--- src/rtl/aes_bist_seq_pkg.sv ---
// Shared definitions for the AES BIST sequencer: FSM states, key-mode codes,
// LFSR polynomial and the signature fold.
package aes_bist_seq_pkg;

  typedef enum logic [3:0] {
    S_IDLE, S_LOAD, S_ENC_REQ, S_ENC_WAIT, S_DEC_REQ, S_DEC_WAIT, S_CHECK, S_NEXT, S_DONE
  } state_t;

  localparam logic [1:0] MODE_128 = 2'b00;
  localparam logic [1:0] MODE_192 = 2'b01;
  localparam logic [1:0] MODE_256 = 2'b10;

  localparam logic [31:0] LFSR_POLY = 32'h8020_0003;

  function automatic logic [31:0] lfsr_step(input logic [31:0] s);
    return {1'b0, s[31:1]} ^ (s[0] ? LFSR_POLY : 32'h0);
  endfunction

  // MISR: rotate left by one, then xor in the four ciphertext words
  function automatic logic [31:0] sig_fold(input logic [31:0] sig, input logic [127:0] blk);
    return {sig[30:0], sig[31]} ^ blk[127:96] ^ blk[95:64] ^ blk[63:32] ^ blk[31:0];
  endfunction

endpackage

--- src/rtl/aes_bist_seq_lfsr.sv ---
// 32-bit Galois LFSR; reset and load both restore the seed, step advances once.
module aes_bist_seq_lfsr
  import aes_bist_seq_pkg::*;
#(
  parameter logic [31:0] SEED = 32'hACE1_2468
) (
  input  logic        clk,
  input  logic        reset,
  input  logic        load,
  input  logic        step,
  output logic [31:0] q
);

  always_ff @(posedge clk) begin
    if (reset || load) q <= SEED;
    else if (step)     q <= lfsr_step(q);
  end

endmodule

--- src/rtl/aes_bist_seq.sv ---
// BIST sequencer: generates LFSR plaintext/key pairs per enabled key mode,
// runs encrypt then decrypt on the AES core and checks the round trip.
module aes_bist_seq
  import aes_bist_seq_pkg::*;
#(
  parameter int          NUM_VECTORS    = 4,
  parameter logic [2:0]  MODE_MASK      = 3'b111,
  parameter int          TIMEOUT_CYCLES = 64,
  parameter logic [31:0] SEED           = 32'hACE1_2468
) (
  input  logic         clk,
  input  logic         reset,
  input  logic         start,
  output logic         core_start,
  output logic         core_dec,
  output logic [1:0]   core_mode,
  output logic [255:0] core_key,
  output logic [127:0] core_din,
  input  logic         core_done,
  input  logic [127:0] core_dout,
  output logic         busy,
  output logic         done,
  output logic         led128,
  output logic         led192,
  output logic         led256,
  output logic [7:0]   fail_count,
  output logic [31:0]  signature
);

  localparam int TW = $clog2(TIMEOUT_CYCLES + 1);

  state_t         state, nstate;
  logic [3:0]     ld_cnt;
  logic [TW-1:0]  wait_cnt;
  logic [7:0]     vec_cnt;
  logic [127:0]   pt, ct, rt;
  logic [255:0]   key;
  logic [2:0]     flags;
  logic [31:0]    lfsr_q;
  logic           idle_start, last_vec, tmo, nxt_ok;
  logic [1:0]     nxt_mode, first_mode;
  logic [7:0]     fc_inc;

  assign idle_start = start && (state == S_IDLE || state == S_DONE);
  assign last_vec   = (vec_cnt == 8'(NUM_VECTORS - 1));
  assign tmo        = !core_done && (wait_cnt == TW'(TIMEOUT_CYCLES - 1));
  assign fc_inc     = (fail_count == 8'hFF) ? fail_count : fail_count + 8'd1;

  // Descending scan leaves the lowest qualifying mode as the winner
  always_comb begin
    first_mode = MODE_128;
    nxt_mode   = core_mode;
    nxt_ok     = 1'b0;
    for (int i = 2; i >= 0; i--) begin
      if (MODE_MASK[i]) first_mode = 2'(i);
      if (MODE_MASK[i] && (2'(i) > core_mode)) begin
        nxt_mode = 2'(i);
        nxt_ok   = 1'b1;
      end
    end
  end

  aes_bist_seq_lfsr #(.SEED(SEED)) u_lfsr (
    .clk   (clk),
    .reset (reset),
    .load  (idle_start),
    .step  (state == S_LOAD),
    .q     (lfsr_q)
  );

  always_ff @(posedge clk) begin
    if (reset) state <= S_IDLE;
    else       state <= nstate;
  end

  always_comb begin
    nstate = state;
    case (state)
      S_IDLE, S_DONE: if (start) nstate = (MODE_MASK == 3'b000) ? S_DONE : S_LOAD;
      S_LOAD:         if (ld_cnt == 4'd11) nstate = S_ENC_REQ;
      S_ENC_REQ:      nstate = S_ENC_WAIT;
      S_ENC_WAIT:     if (core_done) nstate = S_DEC_REQ; else if (tmo) nstate = S_NEXT;
      S_DEC_REQ:      nstate = S_DEC_WAIT;
      S_DEC_WAIT:     if (core_done) nstate = S_CHECK; else if (tmo) nstate = S_NEXT;
      S_CHECK:        nstate = S_NEXT;
      S_NEXT:         nstate = (last_vec && !nxt_ok) ? S_DONE : S_LOAD;
      default:        nstate = S_IDLE;
    endcase
  end

  always_ff @(posedge clk) begin
    if (reset) begin
      ld_cnt     <= '0;
      wait_cnt   <= '0;
      vec_cnt    <= '0;
      pt         <= '0;
      ct         <= '0;
      rt         <= '0;
      key        <= '0;
      flags      <= '0;
      core_mode  <= '0;
      fail_count <= '0;
      signature  <= '0;
    end else begin
      case (state)
        S_IDLE, S_DONE: if (start) begin
          fail_count <= '0;
          signature  <= '0;
          flags      <= MODE_MASK;
          core_mode  <= first_mode;
          vec_cnt    <= '0;
          ld_cnt     <= '0;
        end
        S_LOAD: begin
          {pt, key} <= {pt[95:0], key, lfsr_q};
          ld_cnt    <= (ld_cnt == 4'd11) ? 4'd0 : ld_cnt + 4'd1;
        end
        S_ENC_REQ, S_DEC_REQ: wait_cnt <= '0;
        S_ENC_WAIT, S_DEC_WAIT: begin
          if (core_done) begin
            if (state == S_ENC_WAIT) ct <= core_dout;
            else                     rt <= core_dout;
          end else if (tmo) begin
            // timed-out vector contributes an all-zero ciphertext
            fail_count       <= fc_inc;
            flags[core_mode] <= 1'b0;
            signature        <= sig_fold(signature, '0);
          end else begin
            wait_cnt <= wait_cnt + TW'(1);
          end
        end
        S_CHECK: begin
          signature <= sig_fold(signature, ct);
          if (rt != pt || ct == pt) begin
            fail_count       <= fc_inc;
            flags[core_mode] <= 1'b0;
          end
        end
        S_NEXT: begin
          if (last_vec) begin
            vec_cnt <= '0;
            if (nxt_ok) core_mode <= nxt_mode;
          end else begin
            vec_cnt <= vec_cnt + 8'd1;
          end
        end
        default: ;
      endcase
    end
  end

  assign core_start = (state == S_ENC_REQ) || (state == S_DEC_REQ);
  assign core_dec   = (state == S_DEC_REQ);
  assign core_din   = core_dec ? ct : pt;
  assign core_key   = key;
  assign busy       = !(state == S_IDLE || state == S_DONE);
  assign done       = (state == S_DONE);
  assign {led256, led192, led128} = flags & {3{done}};

endmodule

--- config.mk ---
export PLATFORM = sky130hd
export DESIGN_NAME = aes_bist_seq
export DESIGN_NICKNAME = d
export VERILOG_FILES = /design/src/rtl/aes_bist_seq_pkg.sv /design/src/rtl/aes_bist_seq_lfsr.sv /design/src/rtl/aes_bist_seq.sv
export SDC_FILE = /design/constraint.sdc
export NUM_CORES = 2
export LEC_CHECK = 0
export BUFFER_PORTS_ARGS = -buffer_cell sky130_fd_sc_hd__buf_2
export CORE_ASPECT_RATIO = 0.8
export CORE_UTILIZATION = 55
export DETAILED_ROUTE_END_ITERATION = 10
export PLACE_DENSITY = 0.86
export SLEW_MARGIN = 20
export SYNTH_ARGS = -nofsm -noshare
export SYNTH_HDL_FRONTEND = slang
export SYNTH_SLANG_ARGS = --single-unit
--- constraint.sdc ---
create_clock -name clk -period 3.33 [get_ports clk]
set_clock_uncertainty 0.2 [all_clocks]
set_input_delay 0.333 -clock clk [delete_from_list [all_inputs] [get_ports clk]]
set_output_delay 0.333 -clock clk [all_outputs]
set_load 0.1 [all_outputs]
== Word level (Yosys, flattened, before mapping) ==
Index checks and enable logic that the tools add are counted.

* Shift-type cells: 0
* Mux-type cells: 44
* Equal/unequal tests: 23
* Reductions and logical operators: 28
* Multipliers: 0
* Magnitude comparators: 5
* Add/subtract/negate cells: 4
* Div/mod/pow operators: 0
* Bitwise gates (word level): 9

{| class="wikitable"
|+ Operators with widths
! operator !! count
|-
| $eq 128x128->1 || 1
|-
| $mux 128 || 1
|-
| $mux 32 || 4
|-
| $ne 128x128->1 || 1
|-
| $xor 32x32->32 || 4
|-
| $pmux 32 s3 || 1
|-
| $mux 8 || 6
|-
| $mux 4 || 8
|-
| $pmux 4 s8 || 1
|-
| $xor 31x32->32 || 1
|-
| $pmux 8 s3 || 1
|-
| $add 8x1->8 const B || 2
|-
| $eq 4x3->1 const B || 4
|-
| $ne 2x2->1 const B || 8
|-
| $pmux 8 s2 || 1
|-
| $mux 7 || 2
|-
| $pmux 7 s2 || 1
|-
| $mux 2 || 6
|-
| $mux 3 || 4
|-
| $reduce_and 5->1 || 2
|-
| $pmux 3 s3 || 1
|-
| $reduce_and 3->1 || 3
|-
| $eq 4x2->1 const B || 2
|-
| $eq 4x4->1 const B || 2
|-
| 27 further kinds || 46
|}

* Bits in latches: 0
* Memories kept: 0
* Flip-flop bits (word level): 740
* Input bits: 132
* RAM bits: 0
* ROM bits: 0
* Output and inout bits: 433

== Longest topological paths before layout ==
* Depth after elaboration: 9
* Mapped depth: 11
* Gate-level depth less buffers: 9

== Hierarchy ==
From an unflattened synthesis, not the netlist that was laid out.

* Cell total of the unflattened synthesis: 3950
* Area total of the unflattened synthesis: 31617.8 sq um

{| class="wikitable"
|+ Modules (own cells, without submodules)
! module !! area an instance (sq um) !! cells each !! times used
|-
| aes_bist_seq || 30431.7 || 3842 || 1
|-
| aes_bist_seq_lfsr || 1186.1 || 108 || 1
|}

== Least setup slack after synthesis ==
Ideal clock, no wire load.

* Kind: register -> output
* Start: register state[3]
* End: output core_din[117]
* Required time: 2.797 ns
* Path slack: -1.218 ns
* Data arrival time: 4.015 ns
* Cell stages (with the launch flop): 8
* Path through: dfxtp_1 -> clkbuf_1 -> nor2_1 -> nand2_1 -> nor2_1 -> clkbuf_1 -> clkbuf_1 -> o21ai_0

* Longest elaborated chain between the ends: 2

{| class="wikitable"
|+ Ends and longest elaborated chain
! element !! RTL line !! source
|-
| start: declaration || aes_bist_seq.sv:32 || <nowiki>state_t state, nstate;</nowiki>
|-
| start signal: assignment || aes_bist_seq.sv:73 || <nowiki>else state <= nstate;</nowiki>
|-
| $eq 4x3->1 || aes_bist_seq.sv:153 || <nowiki>assign core_dec = (state == S_DEC_REQ);</nowiki>
|-
| via core_dec || aes_bist_seq.sv:15 || <nowiki>output logic core_dec,</nowiki>
|-
| $mux 128 || aes_bist_seq.sv:154 || <nowiki>assign core_din = core_dec ? ct : pt;</nowiki>
|-
| end: declaration || aes_bist_seq.sv:18 || <nowiki>output logic [127:0] core_din,</nowiki>
|}

The timed path passes the listed nets, and every way through them passes these cells.

== Worst setup path after layout ==
* Start: register state[1]
* End: output core_din[14]

* Longest elaborated chain between the ends: 2

{| class="wikitable"
|+ Ends and longest elaborated chain
! element !! RTL line
|-
| $eq 4x3->1 || aes_bist_seq.sv:153
|-
| $mux 128 || aes_bist_seq.sv:154
|}

Every way passes these cells.

==> results.json <==
{
  "netlist_instances": 3907,
  "area.growth.synth_to_final_pct": 24.6,
  "synth_edf_count": 0,
  "portBuffers": 564,
  "core_area_sq_um": 55700,
  "wirelength_um": 130000,
  "hp-class": "in2reg",
  "dr.pass1.iters": 9,
  "cpPeakStageDelay_ns": 0.44,
  "clock_sinks": 740,
  "rows": 77,
  "p_leak_nw": 16.4,
  "post-route-min-period_ns": 3.30,
  "path_class": "reg2out",
  "fp.dieW_um": 268,
  "path_buf_inv": 3,
  "status": "completed",
  "hp-start": "core_done",
  "routedWlPerCell_um": 24.5,
  "hpwl_um": 91200,
  "timing.final.crit_share_pct": 99.2,
  "htreeDepth": 3,
  "rsz0062_at_grt": "false",
  "switching_share_pct": 31.7,
  "dr_total_vias": 32500,
  "cap_violations": 0,
  "crit_required_ns": 2.80,
  "relSlewSlack_pct": 20.4,
  "holdPathEnd": "state[2]",
  "grtUsageTotal_pct": 43.4,
  "arrival_ns": 2.77,
  "clk_latency_ns": 0.63,
  "cts.reportedPaths.clkPinSlew_ns": 0.06,
  "cp_top_family": "buffers and inverters",
  "path_cells": "nor2_2, nand2_1, nor2_4, buf_12, clkbuf_16, mux2_2, buf_2",
  "synthFlopType": "dfxtp_1",
  "drcViolationCount": 0,
  "p_switching_mw": 6.74,
  "combinationalPowerShare_pct": 17.6,
  "reg2reg_from": "pt[40]",
  "grt_pass1_vias": 29300,
  "synth.distinct_cells": 54,
  "nNetsFinal": 4660,
  "ios": 565,
  "clockBufferDepth": 3,
  "grt_pass1_wl_um": 187000,
  "grt_max_degree": 228,
  "die-height_um": 215,
  "ys_seq_area_share_pct": 47.4,
  "cp-startpoint": "state[1]",
  "postSynthAreaPerCell_sq_um": 8.00,
  "finish.utilization_pct": 69.9,
  "startpoint_type": "flop",
  "hold_viol_final": 0,
  "hold_path_depth": 3,
  "synth_fp_nets": 4043,
  "critPathCaptureType": "primary output",
  "async_flop_share_pct": 0,
  "drv_slew": 0,
  "r2r.worst_path.cells": 9,
  "numCtsBuffers": 72,
  "initial_core_util_pct": 56.1,
  "clock.fmax_ghz": 0.303,
  "cts_root_buf": "clkbuf_16",
  "slowest_stage": "mux2_2",
  "reg2reg_to": "fail_count[1]",
  "ys.warnings.count": 0,
  "dp.cells": 5063,
  "routed_via_density": 6.11,
  "drtIter0Drc": 5879,
  "finalSetupViolCount": 0,
  "peakVddDrop_uv": 547,
  "cp_max_fo": 35,
  "drive_gt1_share_pct": 20.1,
  "nFillCells": 4312,
  "cts_tree": "done",
  "worst-r2r-setup-slack_ns": 0.09,
  "power_density_nw_per_um2": 546,
  "antenna_found_initial": 18,
  "seqPwrFrac_pct": 44.1,
  "internal-power_mw": 14.5,
  "detail-route-antenna-nets": 0,
  "ys_seq_elements": 740,
  "die_area_sq_um": 57800,
  "clockPowerShare_pct": 38.3,
  "routabilityCongestion": 1.20,
  "layout.cells.non_filler": 5329,
  "synth_area_sq_um": 31200,
  "grt_overflow": 0,
  "tightest_slew_ns": 1.19
}
==> layout by cell type, fill, tap and decap left out, types with 4 or more instances in the layout <==
cell | synthesis | routed
a21oi_1 | 680 | 680
a221oi_1 | 31 | 31
a22oi_1 | 7 | 7
and3_1 | 9 | 9
buf_12 | 0 | 25
buf_2 | 3 | 553
buf_4 | 0 | 90
bufinv_16 | 0 | 4
clkbuf_1 | 261 | 19
clkbuf_16 | 0 | 75
clkbuf_4 | 0 | 4
clkbuf_8 | 0 | 10
clkinv_2 | 0 | 9
clkinv_8 | 0 | 4
dfxtp_1 | 740 | 740
diode_2 | 0 | 8
dlygate4sd3_1 | 0 | 134
ha_1 | 4 | 4
inv_1 | 15 | 15
mux2_2 | 124 | 124
mux2i_1 | 4 | 4
nand2_1 | 1340 | 1339
nand3_1 | 27 | 27
nand4_1 | 22 | 22
nor2_1 | 74 | 71
nor3_1 | 39 | 39
nor4_1 | 59 | 58
o21ai_0 | 16 | 12
o21ai_1 | 0 | 4
o22ai_1 | 6 | 6
or3_1 | 6 | 6
or4_1 | 6 | 6
xnor2_1 | 156 | 155
xor2_1 | 224 | 224
==> Yosys cell counts, types with 3 or more instances <==
cell	number	area [sq um]
a22o_1	3	26.3
a221oi_1	31	272
o22ai_1	6	37.5
xnor2_1	156	1370
a311oi_1	3	26.3
nor3_1	39	195
or3_1	6	37.5
nor2_1	74	278
xor2_1	224	1960
ha_1	4	50.1
or4_1	6	45.0
a21oi_1	680	3400
nand3_1	27	135
buf_2	3	15.0
nor3b_1	4	30.0
a22oi_1	7	52.6
dfxtp_1	740	14800
nand2_1	1340	5030
inv_1	15	56.3
nand2b_1	3	18.8
nor4_1	59	369
nand4_1	22	138
o21ai_0	16	80.1
mux2_2	124	1400
o31ai_1	3	22.5
and3_1	9	56.3
clkbuf_1	261	980
and2_1	4	25.0
mux2i_1	4	40.0
==> kinds of logic (layout without fill, tap and decap cells) <==
| group | count (synthesis) | count (layout) | synth area share (%) |
|---|---|---|---|
| flops | 740 | 740 | 47.4 |
| simple gates | 1611 | 1611 | 20.9 |
| xor+xnor | 380 | 380 | 10.7 |
| fa+ha+maj | 4 | 4 | 0.160 |
| buf+inv | 282 | 946 | 3.40 |
| other cells | 0 | 8 | 0 |
| compound gates | 762 | 762 | 12.9 |
| mux | 128 | 128 | 4.60 |
==> worst max-delay path by stage <==
stage / cells after the start / to / slack [ns]
2_1_floorplan: 7 / core_din[117] / -0.24
3_3_place_gp: 9 / fail_count[5] / -0.04
3_5_place_dp: 9 / fail_count[1] / 0.05
4_1_cts: 7 / core_din[117] / 0.001
5_1_grt: 7 / core_din[27] / 0.002
6_report: 7 / core_din[14] / 0.03
==> state kept, by name, summed over array words and instances (netlist names) <==
| register | count |
|---|---|
| u_lfsr.q | 32 |
| state | 4 |
| wait_cnt | 7 |
| flags | 3 |
| core_key | 256 |
| ld_cnt | 4 |
| fail_count | 8 |
| ct | 128 |
| vec_cnt | 8 |
| pt | 128 |
| signature | 32 |
| core_mode | 2 |
| rt | 128 |
==> what timing repair did <==
item                                   CTS  global route
pin swaps                                0             1
endpoints found under the hold margin  275             0
setup endpoints to repair                3           108
buffers inserted                         0             1
hold buffers                           134             0
gates cloned                             0             2
resized for setup                        3            18
==> worst register-to-register path, delay by kind of cell, from the launching register on <==
kind / cells / cell delay [ns]
flip-flops: 1 / 0.43
buffers and inverters: 1 / 0.19
AO/OA/AOI/OAI: 2 / 0.37
XOR/XNOR: 1 / 0.57
AND/OR/NAND/NOR: 5 / 1.29
==> per-stage QoR <==
step	instance area [sq um]	hold WS (ns)	TNS (ns)	setup slack [ns]	total power, mW
finish	38900	0.0614	0	0.0277	21.3
CTS	38800	0.0178	0	0.000965	21.1
detailed placement	35200	0.248	0	0.0498	13.0
global route	38900	0.0903	0	0.00227	21.8
global placement	35200	0.242	-0.214	-0.0424	13.0
floorplan	31200	0.236	-0.947	-0.237	12.1
==> power by group through the flow <==
stage	Combinational [mW]	Clock [mW]	Sequential, mW
floorplan	1.52	0	10.6
global placement	3.45	0	9.54
detailed placement	3.48	0	9.55
CTS	3.62	8.15	9.36
global route	3.89	8.53	9.39
finish	3.73	8.15	9.38
==> area by class of cell <==
| cell class | count | area (sq um) | share of cell area, % |
|---|---|---|---|
| clock inverters | 19 | 248 | 0.637 |
| multi-input cells | 2885 | 15400 | 39.6 |
| well taps | 750 | 938 | 2.41 |
| flip-flops and latches | 740 | 14800 | 38.1 |
| inverters | 16 | 60.1 | 0.154 |
| diodes | 8 | 20.0 | 0.0514 |
| clock buffers | 102 | 2040 | 5.23 |
| repair buffers | 809 | 5380 | 13.8 |
==> routing by layer <==
layer / up-vias / part of all wire, % / global-route usage, %
met3: 571 / 17 / 19.4
met1: 15200 / 38 / 58.4
li1: 14100 / - / -
met2: 2631 / 40 / 58.5
met4: 20 / 5.7 / 20.9
met5: - / 0.092 / 0
Power figures use the tool's default switching activity.
